`config.mk`:
```
export PLATFORM = sky130hd
export DESIGN_NAME = booth_mult_seq
export DESIGN_NICKNAME = d
export VERILOG_FILES = /design/src/rtl/booth_mult_seq.sv
export SDC_FILE = /design/constraint.sdc
export NUM_CORES = 1
export LEC_CHECK = 0
export BUFFER_PORTS_ARGS = -buffer_cell sky130_fd_sc_hd__buf_2
export CAP_MARGIN = 40
export CORE_UTILIZATION = 53
export DETAILED_ROUTE_END_ITERATION = 8
export GPL_TIMING_DRIVEN = 0
export PLACE_DENSITY_LB_ADDON = 0.05
export SLEW_MARGIN = 20
export SYNTH_ARGS = -nofsm -noshare
export SYNTH_HDL_FRONTEND = slang
export SYNTH_SLANG_ARGS = --single-unit
```
`constraint.sdc`:
```
create_clock -name clk -period 5.15 [get_ports clk]
set_input_delay 0.7725 -clock clk [delete_from_list [all_inputs] [get_ports clk]]
set_output_delay 0.7725 -clock clk [all_outputs]
set_load 0.01 [all_outputs]
```
`src/rtl/booth_mult_seq.sv`:
```
// booth_mult_seq: sequential radix-2 Booth multiplier for signed 8-bit operands.
// It performs one Booth iteration per clock, reusing a single 8-bit add/subtract
// unit (rcas8), and produces a 16-bit signed product {ACC,Q}.
// There is a start/done handshake: start is accepted in IDLE or DONE, and done
// pulses for one cycle when the product is valid.
// Optional feature macro: BOOTH_ZERO_SKIP_EN. When it is defined, a zero operand
// completes in one cycle without iterating.

// rcas8: 8-bit ripple-carry add/subtract unit.
// mode=0 gives A1+A2; mode=1 gives A1-A2. C is the carry out of bit 7.
module rcas8 (
    input  logic [7:0] A1,
    input  logic [7:0] A2,
    input  logic       mode,
    output logic [7:0] S,
    output logic       C
);
    logic [7:0] b;
    logic [8:0] cy;

    // Ripple-carry chain; subtraction inverts A2 and injects mode as carry-in
    always_comb begin
        b     = A2 ^ {8{mode}};
        cy    = '0;
        cy[0] = mode;
        S     = '0;
        for (int i = 0; i < 8; i++) begin
            S[i]    = A1[i] ^ b[i] ^ cy[i];
            cy[i+1] = (A1[i] & b[i]) | (cy[i] & (A1[i] ^ b[i]));
        end
        C = cy[8];
    end
endmodule

module booth_mult_seq #(
    parameter int WIDTH = 8,   // operand width; must match rcas8 (8 only)
    parameter int CNT_W = 4    // iteration counter width, 2**CNT_W > WIDTH
) (
    input  logic                      clk,
    input  logic                      rst,
    input  logic                      start,
    input  logic signed [WIDTH-1:0]   mcand,
    input  logic signed [WIDTH-1:0]   mplier,
    output logic                      busy,
    output logic                      done,
    output logic signed [2*WIDTH-1:0] product
);
    typedef enum logic [1:0] {S_IDLE, S_RUN, S_DONE} state_t;

    state_t                  state, state_nxt;
    logic signed [WIDTH-1:0] acc, q, m;
    logic                    q_1;
    logic [CNT_W-1:0]        count;

    logic                    accept;
    logic                    skip;
    logic                    do_op;
    logic                    mode;
    logic [WIDTH-1:0]        add_s;
    logic                    add_c;
    logic [WIDTH-1:0]        res;
    logic                    sb;

    // Sign bit shifted into ACC: this is the 9th bit of the true sum, so a
    // result that overflows 8 bits (for example ACC - (-128)) keeps its sign.
    function automatic logic shift_sign(input logic acc_msb, input logic m_msb,
                                        input logic sub, input logic carry,
                                        input logic op);
        return op ? (acc_msb ^ (m_msb ^ sub) ^ carry) : acc_msb;
    endfunction

`ifdef BOOTH_ZERO_SKIP_EN
    assign skip = (mcand == '0) || (mplier == '0);
`else
    assign skip = 1'b0;
`endif

    // Booth decode of {Q[0],q_1}: 01 adds M, 10 subtracts M, 00/11 pass ACC
    always_comb begin
        do_op = 1'b0;
        mode  = 1'b0;
        if (state == S_RUN) begin
            do_op = q[0] ^ q_1;
            mode  = q[0] & ~q_1;
        end
    end

    rcas8 u_addsub (
        .A1   (acc),
        .A2   (m),
        .mode (mode),
        .S    (add_s),
        .C    (add_c)
    );

    assign res     = do_op ? add_s : acc;
    assign sb      = shift_sign(acc[WIDTH-1], m[WIDTH-1], mode, add_c, do_op);
    assign product = {acc, q};

    // State register
    always_ff @(posedge clk or negedge rst) begin
        if (!rst) state <= S_IDLE;
        else      state <= state_nxt;
    end

    // Next-state logic and handshake outputs
    always_comb begin
        state_nxt = state;
        accept    = 1'b0;
        busy      = 1'b0;
        done      = 1'b0;
        case (state)
            S_IDLE: begin
                if (start) begin
                    accept    = 1'b1;
                    state_nxt = skip ? S_DONE : S_RUN;
                end
            end
            S_RUN: begin
                busy = 1'b1;
                if (count == CNT_W'(1)) state_nxt = S_DONE;
            end
            S_DONE: begin
                done = 1'b1;
                if (start) begin
                    accept    = 1'b1;
                    state_nxt = skip ? S_DONE : S_RUN;
                end else begin
                    state_nxt = S_IDLE;
                end
            end
            default: state_nxt = S_IDLE;
        endcase
    end

    // Datapath: load the operands on accept, then do one shift/add step per RUN cycle
    always_ff @(posedge clk or negedge rst) begin
        if (!rst) begin
            acc   <= '0;
            q     <= '0;
            m     <= '0;
            q_1   <= 1'b0;
            count <= '0;
        end else if (accept) begin
            m     <= mcand;
            q     <= skip ? '0 : mplier;
            acc   <= '0;
            q_1   <= 1'b0;
            count <= skip ? '0 : CNT_W'(WIDTH);
        end else if (state == S_RUN) begin
            acc   <= {sb, res[WIDTH-1:1]};
            q     <= {res[0], q[WIDTH-1:1]};
            q_1   <= q[0];
            count <= count - CNT_W'(1);
        end
    end
endmodule

```
# Word-level counts from Yosys, hierarchy flattened
# Index checks and enable logic that the tools add are counted.
totals:
  ff_bits: 31
  latchBits: 0
  mem_bits_rw: 0
  rom_bits: 0
  in_bits: 19
  out_inout_bits: 18
  elab_cells: 86
  n_memories: 0
op_classes:
  addsub: 1
  multipliers: 0
  div: 0
  n_lt_le_gt_ge: 0
  eq_ne: 5
  shift: 0
  n_mux: 20
  bitwise: 47
  n_reduce_logical: 6
op_table:
  columns: ["operator", "n"]
  rows:
  - ["8-bit two-way mux", 5]
  - ["1-bit XOR", 20]
  - ["1-bit bitwise AND", 17]
  - ["1-bit two-way mux", 10]
  - ["4-bit two-way mux", 2]
  - ["1-bit OR", 8]
  - ["8-bit XOR", 1]
  - ["2-bit case mux with 3 select lines", 1]
  - ["4-bit by 1-bit == test with 1-bit output (second input constant)", 1]
  - ["2-bit two-way mux", 2]
  - ["2-bit AND reduction", 2]
  - ["2-bit nonzero test", 2]
  - ["4-bit by 1-bit subtractor with 4-bit output (second input constant)", 1]
  - ["2-bit by 1-bit == test with 1-bit output (second input constant)", 1]
  - ["2-bit == test (second input constant)", 1]
  - ["2-bit zero test", 1]
  - ["2-bit by 1-bit != test with 1-bit output (second input constant)", 1]
  - ["2-bit != test (second input constant)", 1]
  - ["2-bit OR reduction", 1]
  - ["1-bit NOT", 1]

# Depth between registers and ports, before layout
logic_depth:
  depth_word: 25
  ltp_mapped: 15
  mapped_depth_nobuf: 14

# Modules after synthesis
# A second synthesis with hierarchy kept.
unflattened:
  hier_cells: 160
  hier_area_um2: 1677.9
modules_own_cells:
  columns: ["module", "instances", "cells_per_inst", "area_each_um2"]
  rows:
  - ["booth_mult_seq", 1, 131, 1400.1]
  - ["rcas8", 1, 29, 277.8]

# Worst setup path before layout
# No wires, ideal clock.
synth_path:
  path_kind: "reg2reg"
  start: "register q[0]"
  end: "register acc[6]"
  setup_ns: 0.121
  arrival_ns: 4.012
  required_ns: 5.029
  path_slack_ns: 1.017
  path_stages_with_launch: 14
  cell_sequence: "dfrtp_1 -> ha_1 -> nand3b_1 -> buf_2 -> xor2_1 -> fa_1 -> fa_1 -> fa_1 -> fa_1 -> fa_1 -> fa_1 -> fa_1 -> o21ai_0 -> a22o_1"
synth_between:
  elab_chain_cells: 22
synth_rtl:
  columns: ["item", "line_no", "source"]
  rows:
  - ["start, declared", "51", "logic signed [WIDTH-1:0] acc, q, m;"]
  - ["start signal, assigned", "146", "q <= skip ? '0 : mplier;"]
  - ["start signal, assigned", "152", "q <= {res[0], q[WIDTH-1:1]};"]
  - ["1-bit bitwise AND", "84", "mode = q[0] & ~q_1;"]
  - ["1-bit two-way mux", "82", "if (state == S_RUN) begin"]
  - ["8-bit XOR", "23", "b = A2 ^ {8{mode}};"]
  - ["1-bit XOR", "29", "cy[i+1] = (A1[i] & b[i]) | (cy[i] & (A1[i] ^ b[i]));"]
  - ["1-bit bitwise AND", "29", null]
  - ["1-bit OR", "29", null]
  - ["1-bit bitwise AND", "29", null]
  - ["1-bit OR", "29", null]
  - ["[6 not listed]", null, null]
  - ["1-bit bitwise AND", "29", null]
  - ["1-bit OR", "29", null]
  - ["1-bit bitwise AND", "29", null]
  - ["1-bit OR", "29", null]
  - ["1-bit XOR", "28", "S[i] = A1[i] ^ b[i] ^ cy[i];"]
  - ["8-bit two-way mux *", "96", "assign res = do_op ? add_s : acc;"]
  - ["8-bit two-way mux *", "150", "end else if (state == S_RUN) begin"]
  - ["8-bit two-way mux *", "144", "end else if (accept) begin"]
  - ["end signal, assigned", "151", "acc <= {sb, res[WIDTH-1:1]};"]
  - ["end, declared", "51", null]
# Every way passes the cells marked *; elsewhere a longest branch is shown, timed or not. The select of a mux whose other input is x is not followed.
# A chain may end at the register's enable or synchronous reset.

# Worst setup path after layout
# Ends and elaborated chain as after synthesis.

==> results.py <==
metrics = {
    "sta": {
        "setup_viol": 0,
        "finalSetupTns_ns": 0,
        "final_hold_viol_count": 0,
        "slew_headroom": 0.537,
        "rsz0062_at_grt": "no",
        "hold-worst-slack_ns": 0.461,
        "period_share": 0.845,
        "fin_crit_ns": 4.35,
        "fmax_mhz": 230,
        "fin_skew_ns": 0.0190,
        "worst_slew_pin_slew_ns": 0.694,
        "slew_viol_final": 0,
    },
    "floorplanning": {
        "rows": 19,
        "die_w_um": 57.5,
        "die_area_um2": 3310,
        "die_h_um": 57.5,
        "io_pins": 37,
        "initial_utilization": 0.578,
        "core_area_um2": 2830,
    },
    "cts": {
        "clockRootBuffer": "clkbuf_4",
        "tritoncts": "built",
        "hold_buffers": 0,
        "clkLatencyLatePin_ns": 0.34,
        "cts_made_buffers": 5,
        "cts_htree_levels": 2,
        "clk_pin_slew_ns": 0.10,
        "clk_path_buf_depth": 2,
        "cts.sinks": 31,
        "ctsResizeCount": 0,
        "post_cts.repair.setup_buffers": 0,
    },
    "worst_setup_path": {
        "path_cells": "ha_1, nand3b_1, buf_2, xor2_1, fa_1, fa_1, fa_1, fa_1, fa_1, fa_1, fa_1, o21ai_0, a22o_1",
        "path_class": "register to register",
        "crit_family": "adder cells",
        "start_kind": "register",
        "cp.required_ns": 5.38,
        "cp-end-kind": "register",
        "cp_common_cell": "fa_1",
        "arrival_ns": 4.59,
        "max_stage_delay_ns": 0.48,
        "crit_path_top_delay_cell": "fa_1",
        "cp_max_fo": 8,
        "path_buf_inv": 1,
    },
    "pwr": {
        "ir_drop_v": 0.000371,
        "p_per_area_nw_per_um2": 746,
        "leakagePower_uw": 0.000949,
    },
    "run_status": {
        "status": "finished, violations left",
        "violations": "DRC",
    },
    "layout": {
        "mostFrequentLayoutCells": "buf_2 (37), dfrtp_1 (31), a22o_1 (15)",
        "final_common_cell": "buf_2",
        "antennaDiodeCount": 0,
        "fillCellCount": 254,
        "finalInstanceArea_um2": 1900,
        "drive_above_1_share": 0.344,
        "finalNetCount": 208,
        "area_delta_synth_final_pct": 16.5,
    },
    "synthesis": {
        "ys_types": 31,
        "postSynth.asyncResetShare": 1.00,
        "synthFlopType": "dfrtp_1",
        "yosysSeqAreaShare": 0.474,
        "syn_inst": 136,
        "synth_area_um2": 1640,
        "syn_area_per_cell_um2": 12.0,
        "synth_seq_cells": 31,
        "yosysWarnings": 0,
        "synth_edf_count": 0,
        "syn_nets": 165,
    },
    "job": {
        "maxCapViolations": 0,
    },
    "drt": {
        "routed-via-count": 1172,
        "wl_per_cell_um": 15.3,
        "drtIter0Drc": 33,
        "drc": 1,
        "firstDrtPassIters": 6,
        "final_antenna_net_count": 0,
        "wl_um": 3220,
        "via_per_inst": 5.55,
    },
    "global_routing": {
        "grt_overflow_total": 0,
        "grt.total_usage": 0.218,
        "grt_max_degree": 32,
        "grt_antenna_before_repair": 0,
        "grt_pass1_wl_um": 5330,
        "grt_pass1_vias": 1180,
    },
    "place": {
        "hpwl_um": 2330,
        "routabilityCongestion": 0.727,
        "portBuffers": 36,
        "postPlaceCellArea_um2": 1850,
    },
    "worst_hold_path": {
        "hold_class": "input pin to async pin",
    },
}
## area by class of cell
cell class                      instances  area, um^2  area share
Tap cell                               31        38.8      0.0204
Clock buffer                            7        45.0      0.0237
Buffer                                  8        66.3      0.0348
Timing Repair Buffer                   36         180      0.0946
Sequential cell                        31         776       0.407
Inverter                               10        40.0      0.0210
Multi-Input combinational cell         87         753       0.396
Clock inverter                          1        5.00     0.00263
## synth_stat cells (all sizes together) (5+ instances only)
cell type  number  area [um^2]
nand2           8         30.0
buf             6         57.6
fa              7          140
xor2            7         61.3
a21o            8         60.1
o21ai           8         40.0
mux2            9          101
nor2            5         26.3
a22o           15          131
inv            10         40.0
dfrtp          31          776
## path summary, 6_finish.rpt
check                      from     end  slack, ns  cells after the start
min                         rst    m[2]       0.46                      1
max                        q[0]  acc[6]       0.80                     13
min reg2reg                q[2]    q[2]       0.51                      1
max reg2reg                q[0]  acc[6]       0.80                     13
max in group asynchronous   rst    m[1]       4.22                      1
min in group clk           q[2]    q[2]       0.51                      1
## per-stage QoR
step	power [uW]	instances	setup slack, ns	util
after floorplan	1070	136	1.02	-
after global placement	1240	203	0.841	0.655
after detailed placement	1300	203	0.812	0.655
after CTS	1430	211	0.774	0.673
after global routing	1560	211	0.592	0.673
final	1420	211	0.798	0.673
## cells by family (layout without fill, tap and decap cells)
kind of cell | Yosys count | after routing | share of synthesized area
simple gates | 22 | 22 | 0.0742
mux | 9 | 9 | 0.0620
xor+xnor | 9 | 9 | 0.0482
flops | 31 | 31 | 0.474
buf+inv | 18 | 62 | 0.0650
compound gates | 37 | 37 | 0.168
fa+ha+maj | 10 | 10 | 0.109
## state kept, by name, indices dropped and copies added (netlist names)
name and cells:
acc 8, count 4, m 8, q 8, q_1 1, state 2
## layer usage
layer  global-route usage  vias up  part of all wire
li1                     -      554                 -
met1                0.277      577              0.44
met2                0.349       35              0.49
met3               0.0567        6             0.056
met4                0.105        0             0.016
met5                    0        -                 0
## power breakdown
part           internal [uW]  leakage [uW]  switching, uW  total, uW
Combinational            398      0.000542            415        814
Sequential               367      0.000378            103        470
Clock                   53.1     0.0000293           83.4        137
(Power assumes the default switching activity.)
